`src/rtl/gon_pkg.sv`:
```
// Shared types, default sizes and the column-tag match helper for the GON X-bus.
package gon_pkg;

    localparam int DATA_WIDTH    = 64;
    localparam int COL_TAG_WIDTH = 4;
    localparam int NUM_OF_COLS   = 14;

    typedef logic [COL_TAG_WIDTH-1:0] col_tag_t;

    // A column hits when its ID agrees with the tag on every bit the mask selects.
    function automatic logic tag_hit(input col_tag_t id, input col_tag_t tag, input col_tag_t mask);
        return ((id ^ tag) & mask) == {COL_TAG_WIDTH{1'b0}};
    endfunction

endpackage

```
`src/rtl/gon_col_fifo.sv`:
```
// Per-column FIFO with a registered head word and registered valid.
module gon_col_fifo #(
    parameter int DATA_WIDTH = 64,
    parameter int FIFO_DEPTH = 2
) (
    input  logic                  clk,
    input  logic                  reset,
    input  logic                  push,
    input  logic [DATA_WIDTH-1:0] push_data,
    output logic                  full,
    output logic                  valid,
    input  logic                  ready,
    output logic [DATA_WIDTH-1:0] data
);
    localparam int PTR_W = $clog2(FIFO_DEPTH);
    localparam int CNT_W = PTR_W + 1;
    localparam logic [CNT_W-1:0] DEPTH_C = CNT_W'(FIFO_DEPTH);

    logic [DATA_WIDTH-1:0] mem_r [FIFO_DEPTH];
    logic [PTR_W-1:0]      wr_ptr_r;
    logic [PTR_W-1:0]      rd_ptr_r;
    logic [PTR_W-1:0]      rd_ptr_nxt_s;
    logic [CNT_W-1:0]      count_r;
    logic [CNT_W-1:0]      count_left_s;
    logic [CNT_W-1:0]      count_nxt_s;
    logic                  push_s;
    logic                  pop_s;
    logic                  valid_r;
    logic [DATA_WIDTH-1:0] data_r;
    logic [DATA_WIDTH-1:0] head_nxt_s;

    assign full  = (count_r == DEPTH_C);
    assign valid = valid_r;
    assign data  = data_r;

    // Next occupancy and next head word; an empty-after-pop FIFO takes the pushed word straight into the head.
    always_comb begin
        push_s       = push && (count_r != DEPTH_C);
        pop_s        = valid_r && ready;
        rd_ptr_nxt_s = pop_s ? (rd_ptr_r + PTR_W'(1)) : rd_ptr_r;
        count_left_s = pop_s ? (count_r - CNT_W'(1)) : count_r;
        count_nxt_s  = push_s ? (count_left_s + CNT_W'(1)) : count_left_s;
        if (count_left_s == {CNT_W{1'b0}}) begin
            head_nxt_s = push_s ? push_data : data_r;
        end else begin
            head_nxt_s = mem_r[rd_ptr_nxt_s];
        end
    end

    // Storage array; contents need no reset because occupancy gates visibility.
    always_ff @(posedge clk) begin
        if (push_s) begin
            mem_r[wr_ptr_r] <= push_data;
        end
    end

    // Pointers, occupancy and the registered head.
    always_ff @(posedge clk) begin
        if (reset) begin
            wr_ptr_r <= {PTR_W{1'b0}};
            rd_ptr_r <= {PTR_W{1'b0}};
            count_r  <= {CNT_W{1'b0}};
            valid_r  <= 1'b0;
            data_r   <= {DATA_WIDTH{1'b0}};
        end else begin
            if (push_s) begin
                wr_ptr_r <= wr_ptr_r + PTR_W'(1);
            end
            rd_ptr_r <= rd_ptr_nxt_s;
            count_r  <= count_nxt_s;
            valid_r  <= (count_nxt_s != {CNT_W{1'b0}});
            data_r   <= head_nxt_s;
        end
    end

endmodule

```
`src/rtl/gon_xbus_mcast.sv`:
```
// Mask-based multicast X-bus: one source beat is copied into every column FIFO whose ID matches.
module gon_xbus_mcast #(
    parameter int DATA_WIDTH    = 64,
    parameter int COL_TAG_WIDTH = 4,
    parameter int NUM_OF_COLS   = 14,
    parameter int FIFO_DEPTH    = 2,
    parameter int MISS_CNT_W    = 16
) (
    input  logic                             clk,
    input  logic                             reset,
    input  logic                             in_valid,
    output logic                             in_ready,
    input  logic [COL_TAG_WIDTH-1:0]         in_tag,
    input  logic [COL_TAG_WIDTH-1:0]         in_mask,
    input  logic [DATA_WIDTH-1:0]            in_data,
    input  logic                             cfg_we,
    input  logic [$clog2(NUM_OF_COLS)-1:0]   cfg_col,
    input  logic [COL_TAG_WIDTH-1:0]         cfg_id,
    output logic [0:NUM_OF_COLS-1]           col_valid,
    input  logic [0:NUM_OF_COLS-1]           col_ready,
    output logic [DATA_WIDTH-1:0]            col_data [0:NUM_OF_COLS-1],
    output logic [MISS_CNT_W-1:0]            miss_cnt
);
    import gon_pkg::*;

    logic [COL_TAG_WIDTH-1:0] col_id_r [NUM_OF_COLS];
    logic [0:NUM_OF_COLS-1]   hit_s;
    logic [0:NUM_OF_COLS-1]   full_s;
    logic [0:NUM_OF_COLS-1]   push_s;
    logic                     in_ready_s;
    logic                     accept_s;
    logic                     miss_s;
    logic [MISS_CNT_W-1:0]    miss_cnt_r;

    assign in_ready = in_ready_s;
    assign miss_cnt = miss_cnt_r;

    // Hit vector and all-or-nothing admission: a beat waits while any hit column is full.
    always_comb begin
        in_ready_s = 1'b1;
        hit_s      = {NUM_OF_COLS{1'b0}};
        for (int i = 0; i < NUM_OF_COLS; i++) begin
            hit_s[i] = tag_hit(col_id_r[i], in_tag, in_mask);
            if (hit_s[i] && full_s[i]) begin
                in_ready_s = 1'b0;
            end else begin
                in_ready_s = in_ready_s;
            end
        end
        accept_s = in_valid && in_ready_s;
        push_s   = accept_s ? hit_s : {NUM_OF_COLS{1'b0}};
        miss_s   = accept_s && (hit_s == {NUM_OF_COLS{1'b0}});
    end

    // Column ID table; out-of-range writes match no index and are dropped.
    always_ff @(posedge clk) begin
        if (reset) begin
            for (int i = 0; i < NUM_OF_COLS; i++) begin
                col_id_r[i] <= COL_TAG_WIDTH'(i);
            end
        end else begin
            for (int i = 0; i < NUM_OF_COLS; i++) begin
                if (cfg_we && (int'(cfg_col) == i)) begin
                    col_id_r[i] <= cfg_id;
                end
            end
        end
    end

    // Saturating count of beats that reached no column.
    always_ff @(posedge clk) begin
        if (reset) begin
            miss_cnt_r <= {MISS_CNT_W{1'b0}};
        end else if (miss_s && (miss_cnt_r != {MISS_CNT_W{1'b1}})) begin
            miss_cnt_r <= miss_cnt_r + MISS_CNT_W'(1);
        end
    end

    for (genvar g = 0; g < NUM_OF_COLS; g++) begin : g_col
        gon_col_fifo #(
            .DATA_WIDTH (DATA_WIDTH),
            .FIFO_DEPTH (FIFO_DEPTH)
        ) u_fifo (
            .clk       (clk),
            .reset     (reset),
            .push      (push_s[g]),
            .push_data (in_data),
            .full      (full_s[g]),
            .valid     (col_valid[g]),
            .ready     (col_ready[g]),
            .data      (col_data[g])
        );
    end

endmodule

```
`config.mk`:
```
export PLATFORM = sky130hd
export DESIGN_NAME = gon_xbus_mcast
export DESIGN_NICKNAME = d
export VERILOG_FILES = /design/src/rtl/gon_pkg.sv /design/src/rtl/gon_col_fifo.sv /design/src/rtl/gon_xbus_mcast.sv
export SDC_FILE = /design/constraint.sdc
export NUM_CORES = 2
export LEC_CHECK = 0
export BUFFER_PORTS_ARGS = -buffer_cell sky130_fd_sc_hd__buf_2
export CAP_MARGIN = 30
export CORE_ASPECT_RATIO = 0.5
export CORE_MARGIN = 5
export CORE_UTILIZATION = 39
export CTS_BUF_LIST = sky130_fd_sc_hd__clkbuf_8
export DETAILED_ROUTE_END_ITERATION = 10
export SLEW_MARGIN = 20
export SYNTH_ARGS = -nofsm -noshare
export SYNTH_HDL_FRONTEND = slang
export SYNTH_SLANG_ARGS = --single-unit
```
`constraint.sdc`:
```
create_clock -name clk -period 5.8 [get_ports clk]
set_input_delay 1.16 -clock clk [delete_from_list [all_inputs] [get_ports clk]]
set_output_delay 1.16 -clock clk [all_outputs]
set_load 0.01 [all_outputs]
```
# After elaboration in Yosys (flattened, before gate mapping)
# Memory sizes are Yosys's and may differ from the RTL's.
# Cells that the tools add are included.
[word_totals] regBits=982 latch_bits=0 ram_bits=1848 romBits=0 inputBits=98 wordCells=515 mem_count=15
[op_classes] n_addsub=57 multipliers=0 div_mod_pow=0 magnitude_cmp=0 n_eq_ne=56 shifts=0 muxes=171 bitwise_logic=42 reduce_logical=103
[mem_list] name="g_col[0].u_fifo.mem_r" words=2 width=64 read_ports=1 rd_ports_with_merged_regs=0 wr=1 line="gon_col_fifo.sv:19" source="logic [DATA_WIDTH-1:0] mem_r [FIFO_DEPTH];"
[mem_list] name="g_col[10].u_fifo.mem_r" words=2 width=64 read_ports=1 rd_ports_with_merged_regs=0 wr=1 line="gon_col_fifo.sv:19"
[mem_list] name="g_col[11].u_fifo.mem_r" words=2 width=64 read_ports=1 rd_ports_with_merged_regs=0 wr=1 line="gon_col_fifo.sv:19"
[mem_list] name="g_col[12].u_fifo.mem_r" words=2 width=64 read_ports=1 rd_ports_with_merged_regs=0 wr=1 line="gon_col_fifo.sv:19"
[mem_list] name="g_col[13].u_fifo.mem_r" words=2 width=64 read_ports=1 rd_ports_with_merged_regs=0 wr=1 line="gon_col_fifo.sv:19"
[mem_list] name="g_col[1].u_fifo.mem_r" words=2 width=64 read_ports=1 rd_ports_with_merged_regs=0 wr=1 line="gon_col_fifo.sv:19"
[mem_list] name="+9 memories"
[op_table] operator="$mux W64" count=28
[op_table] operator="$mux W1" count=100
[op_table] operator="$logic_not A4 Y1" count=15
[op_table] operator="$logic_and A1 B1 Y1" count=59
[op_table] operator="$and A4 B4 Y4" count=14
[op_table] operator="$mux W2" count=28
[op_table] operator="$mux W4" count=14
[op_table] operator="$xor A4 B4 Y4" count=14
[op_table] operator="$eq A4 B4 Y1 const B" count=8
[op_table] operator="$add A1 B1 Y1 const B" count=28
[op_table] operator="$add A2 B1 Y2 const B" count=14
[op_table] operator="$eq A2 B2 Y1 const B" count=14
[op_table] operator="$logic_not A2 Y1" count=14
[op_table] operator="$ne A2 B1 Y1 const B" count=14
[op_table] operator="$ne A2 B2 Y1 const B" count=14
[op_table] operator="$reduce_bool A2 Y1" count=14
[op_table] operator="$sub A2 B1 Y2 const B" count=14
[op_table] operator="$add A16 B1 Y16 const B" count=1
[op_table] operator="$eq A4 B3 Y1 const B" count=4
[op_table] operator="$ne A16 B16 Y1 const B" count=1
[op_table] operator="$logic_not A14 Y1" count=1
[op_table] operator="$mux W14" count=1
[op_table] operator="$or A1 B1 Y1" count=14
[op_table] operator="$eq A4 B2 Y1 const B" count=1

# Depth between registers and ports, before layout
[logic_depth] depth_word=23 depth_mapped=13 ltp_nobuf=8

# Modules after synthesis
# A second synthesis with hierarchy kept.
[hier_totals] hier_cells=7789 area_unflattened_um2=114797.6
[by_module_without_submodules] mod="gon_col_fifo" n_inst=14 cells_per_inst=528 area_each_um2=7903.8 seq_area_each_um2=5225.0
[by_module_without_submodules] mod="gon_xbus_mcast" n_inst=1 cells_per_inst=397 area_each_um2=4144.0 seq_area_each_um2=2001.9

# Worst setup path after synthesis
# No wires, ideal clock.
[synth_path] kind="input to register" start="in in_tag[1]" end="mem g_col[12].u_fifo.mem_r[0][0] (enable)" t_arrival_ps=5485 required_time_ps=5314 path_slack_ps=-171 cell_stages=12 n_path_buf=5 cell_sequence="buf_4 -> buf_6 -> xor2_1 -> a22oi_1 -> nand3_1 -> and4_1 -> and4_1 -> buf_2 -> buf_8 -> buf_6 -> nand2_4 -> nor2_1"
[synth_via] elab_chain_len=23
[synth_lines] element="start: declaration" line="gon_xbus_mcast.sv:13" source="input logic [COL_TAG_WIDTH-1:0] in_tag,"
[synth_lines] element="$xor A4 B4 Y4" line="gon_pkg.sv:12" source="return ((id ^ tag) & mask) == {COL_TAG_WIDTH{1'b0}};"
[synth_lines] element="$and A4 B4 Y4" line="gon_pkg.sv:12"
[synth_lines] element="$logic_not A4 Y1" line="gon_pkg.sv:12"
[synth_lines] element="$logic_and A1 B1 Y1" line="gon_xbus_mcast.sv:44" source="if (hit_s[i] && full_s[i]) begin"
[synth_lines] element="$mux W1 (14 in a row)" line="gon_xbus_mcast.sv:44"
[synth_lines] element="$logic_and A1 B1 Y1" line="gon_xbus_mcast.sv:50" source="accept_s = in_valid && in_ready_s;"
[synth_lines] element="$mux W14 (*)" line="gon_xbus_mcast.sv:51" source="push_s = accept_s ? hit_s : {NUM_OF_COLS{1'b0}};"
[synth_lines] element="$logic_and A1 B1 Y1 (*)" line="gon_col_fifo.sv:38" source="push_s = push && (count_r != DEPTH_C);"
[synth_lines] element="$mux W1 (*)" line="gon_col_fifo.sv:52" source="if (push_s) begin"
[synth_lines] element="$mux W1 (implied by the code) (*)" line="gon_col_fifo.sv:53" source="mem_r[wr_ptr_r] <= push_data;"
[synth_lines] element="end: declaration" line="gon_col_fifo.sv:19"
# Every way passes the cells marked *; elsewhere a longest branch is shown, timed or not.

# Final worst setup path
[layout_path] start="in in_tag[2]" end="mem g_col[6].u_fifo.mem_r[0][47] (enable)"
[layout_via] elab_chain_len=23
[layout_lines] element="$xor A4 B4 Y4" line="gon_pkg.sv:12"
[layout_lines] element="$and A4 B4 Y4" line="gon_pkg.sv:12"
[layout_lines] element="$logic_not A4 Y1" line="gon_pkg.sv:12"
[layout_lines] element="$logic_and A1 B1 Y1" line="gon_xbus_mcast.sv:44"
[layout_lines] element="$mux W1 (14 in a row)" line="gon_xbus_mcast.sv:44"
[layout_lines] element="$logic_and A1 B1 Y1" line="gon_xbus_mcast.sv:50"
[layout_lines] element="$mux W14 (*)" line="gon_xbus_mcast.sv:51"
[layout_lines] element="$logic_and A1 B1 Y1 (*)" line="gon_col_fifo.sv:38"
[layout_lines] element="$mux W1 (*)" line="gon_col_fifo.sv:52"
[layout_lines] element="$mux W1 (implied by the code) (*)" line="gon_col_fifo.sv:53"
[layout_lines] element="end: declaration" line="gon_col_fifo.sv:19"
# Marked as above.

==> impl_metrics.tcl <==
set metrics [dict create \
    status "completed" \
    synth.net_count 7740 \
    clkSinkCount 2830 \
    max_slew_margin_pct 25.54 \
    crit_path_top_delay_cell "and4_2" \
    endpoint_kind "flop" \
    crit_chain "buf_2 > xor2_1 > a22oi_1 > and3_1 > nor3b_2 > and4_2 > buf_4 > nand2_2 > nor2_4 > buf_12" \
    root_buffer "clkbuf_8" \
    r2r-end "g_col[6].u_fifo.mem_r[0][47]" \
    p_leak_nw 46.71 \
    timing_worst_setup_path_type "in2reg" \
    powerDensity_nw_per_um2 533.5 \
    antenna_found_initial 23 \
    viasPerCell 5.684 \
    clockBufferDepth 4 \
    path_delay_family "simple AND/OR/NAND/NOR gates" \
    path_depth 10 \
    hold_violations 0 \
    finish.instance_area_um2 123100 \
    ys_ff_latch 2830 \
    cts_setup_buffers 0 \
    wl_per_cell_um 31.13 \
    worst-path-buf-inv 3 \
    dr.pass1.iters 6 \
    synth_area_um2 104800 \
    setup_viol 0 \
    cts_tree "built" \
    synth_warnings 0 \
    cp-startpoint "in_tag[2]" \
    vdd_drop_max_mv 0.4460 \
    cts_buffers 414 \
    rsz0062_at_grt "no" \
    gp_congestion 0.8887 \
    setup.worst_path.end "g_col[6].u_fifo.mem_r[0][47]" \
    ff2ff_path_depth 9 \
    cp.required_ns 6.40 \
    clkLatencyLatePin_ns 0.98 \
    htreeDepth 5 \
    syn2layout_area_growth_pct 17.50 \
    synth-main-ff-cell "edfxtp_1" \
    synthCells 7613 \
    ctsHoldBuffers 0 \
    drive_above_1_share_pct 21.13 \
    synth.distinct_cells 47 \
    netlist.area_leader.share_pct 52.96 \
    slowest_delay_ns 0.76 \
    fp-row-count 134 \
    ant_nets 0 \
    synth_area_leader_cell "edfxtp_1" \
    hold_class "reg2reg" \
    grt_pass1_vias 66800 \
    maxCapViolCount 0 \
    core_area_um2 267100 \
    critPathArrivalTime_ns 4.67 \
    routed_wl_um 393100 \
    r2r_start "g_col[6].u_fifo.count_r[0]" \
    grt_start_max_net_pins 130 \
    overflow 0 \
    worst_pin_slew_ns 1.117 \
    post-route-period-util_pct 70.12 \
    min_period_ns 4.067 \
    dpl_cell_area_um2 114900 \
    drc_errors 0 \
    io_pins 1025 \
    grt_use_total_pct 26.87 \
    die_w_um 743.0 \
    synth_area_per_cell_um2 13.76 \
    yosysSeqAreaShare_pct 71.73 \
    die_area_um2 279800 \
    slew_viol_final 0 \
    dp_hpwl_um 253300 \
    clk_pin_slew_ns 0.06 \
    cts_resized 0 \
    initial_core_util_pct 39.23 \
    fmax_ghz 0.2459 \
    grt_pass1_wl_um 531500 \
    rrSetupSlack_ns 2.01 \
    synth_edf_count 1848 \
    port_buffers 1024 \
    async_reset_ff_share_pct 0 \
    nets 8788 \
    clock_skew_ns 0.04626 \
    dr_total_vias 71770 \
    drt-initial-drc-count 8411 \
    setup-tns-final_ns 0 \
    crit_fanout 54 \
    fp.dieH_um 376.5 \
    synth.area.top_cells "edfxtp_1 (53%), dfxtp_1 (19%), nand2_1 (4.9%), mux2i_1 (4.9%), o221ai_1 (4.1%)" \
    start_kind "input port" \
]
==> cell usage after synthesis, drive strengths merged, types with 10 or more instances <==
master and number:
edfxtp 1848, nand2 1375, dfxtp 982, mux2i 510, o221ai 495, clkbuf 340
a211oi 302, a311oi 302, nor2b 285, buf 265, a21oi 246, nor2 124
o21ai 124, nand2b 87, xor2 73, xnor2 45, ha 29, nor3 29
a22oi 28, nand3 21, and3 20, inv 20, or2 15, nand4 13
or3 11, and2 10
==> worst register-to-register path, cell delays in order, from the launching register on <==
cell	delay [ns]
dfxtp_1	0.31
inv_1	0.05
ha_1	0.38
nand3_1	0.15
and4_1	0.33
and4_2	0.76
buf_4	0.36
nand2_2	0.17
nor2_4	0.40
buf_12	0.36
==> worst min path at each step <==
stage,startpoint,end,slack [ns],cells after the start
3_3_place_gp,g_col[5].u_fifo.data[61],g_col[5].u_fifo.data[61],0.44,2
4_1_cts,g_col[6].u_fifo.data[29],g_col[6].u_fifo.data[29],0.46,2
6_report,g_col[1].u_fifo.data[59],g_col[1].u_fifo.data[59],0.46,2
2_1_floorplan,g_col[11].u_fifo.data[2],g_col[11].u_fifo.data[2],0.50,2
5_1_grt,g_col[7].u_fifo.data[10],g_col[7].u_fifo.data[10],0.48,2
3_5_place_dp,g_col[3].u_fifo.data[54],g_col[3].u_fifo.data[54],0.44,2
==> layer usage <==
metal	global-route usage, %	wire length (µm)	up-vias
li1	-	-	30840
met1	32.97	147200	36640
met2	43.21	183800	3445
met3	5.296	31860	850
met4	18.11	30220	2
met5	0	13	-
==> cells by family after synthesis <==
group,synth area share [%]
simple gates,8.538
flops,71.73
compound gates,10.87
xor+xnor,0.9864
fa+ha+maj,0.3463
mux,4.872
buf+inv,2.662
==> power breakdown <==
part	total, mW	internal, mW	leakage, nW	switching (mW)
Clock	15.8	8.05	4.83	7.73
Combinational	21.6	6.65	17.0	15.0
Sequential	28.2	25.8	24.9	2.49
==> registers in the layout, summed over array words and instances, names as in the netlist <==
| register | flops |
|---|---|
| g_col.u_fifo.rd_ptr_r | 14 |
| g_col.u_fifo.data | 896 |
| g_col.u_fifo.mem_r | 1792 |
| g_col.u_fifo.wr_ptr_r | 14 |
| miss_cnt | 16 |
| g_col.u_fifo.count_r | 28 |
| col_id_r | 56 |
| g_col.u_fifo.valid | 14 |
==> cell usage in the layout (no fill, tap or decap), types with 15 or more instances in the layout <==
cell	n
o221ai_1	495
nand2b_1	85
mux2i_1	510
nand2_4	17
clkbuf_8	496
xnor2_1	43
clkinv_1	42
a21oi_1	236
nand3_1	20
clkinv_2	35
edfxtp_1	1848
buf_4	133
a311oi_1	301
buf_2	1024
a211oi_1	302
xor2_1	59
nor2_1	110
a22oi_1	28
ha_1	25
buf_12	59
o21ai_0	114
dfxtp_1	982
inv_1	197
nor2b_1	285
nand2_1	1352
nor3_1	15
==> per-stage QoR <==
stage	power (mW)	instances	worst slack, ns	util [%]	hold WS [ns]
global placement	49.65	11820	0.9186	42.84	0.4385
floorplan	39.29	7613	0.8669	-	0.5000
global route	68.19	12620	1.701	46.09	0.4775
CTS	65.72	12610	1.842	46.05	0.4575
finish	65.68	12630	1.733	46.10	0.4564
detailed placement	50.14	11840	0.8744	43.01	0.4411
==> layout make-up <==
class / instances / area [µm²]
multi-input cells: 4158 / 27540
repair buffers: 1237 / 7696
fillers: 23650 / 144000
well taps: 3604 / 4509
clock inverters: 272 / 1295
clock buffers: 496 / 6827
inverters: 20 / 75.07
diodes: 10 / 25.02
flip-flops and latches: 2830 / 75150
Power figures use the tool's default switching activity.
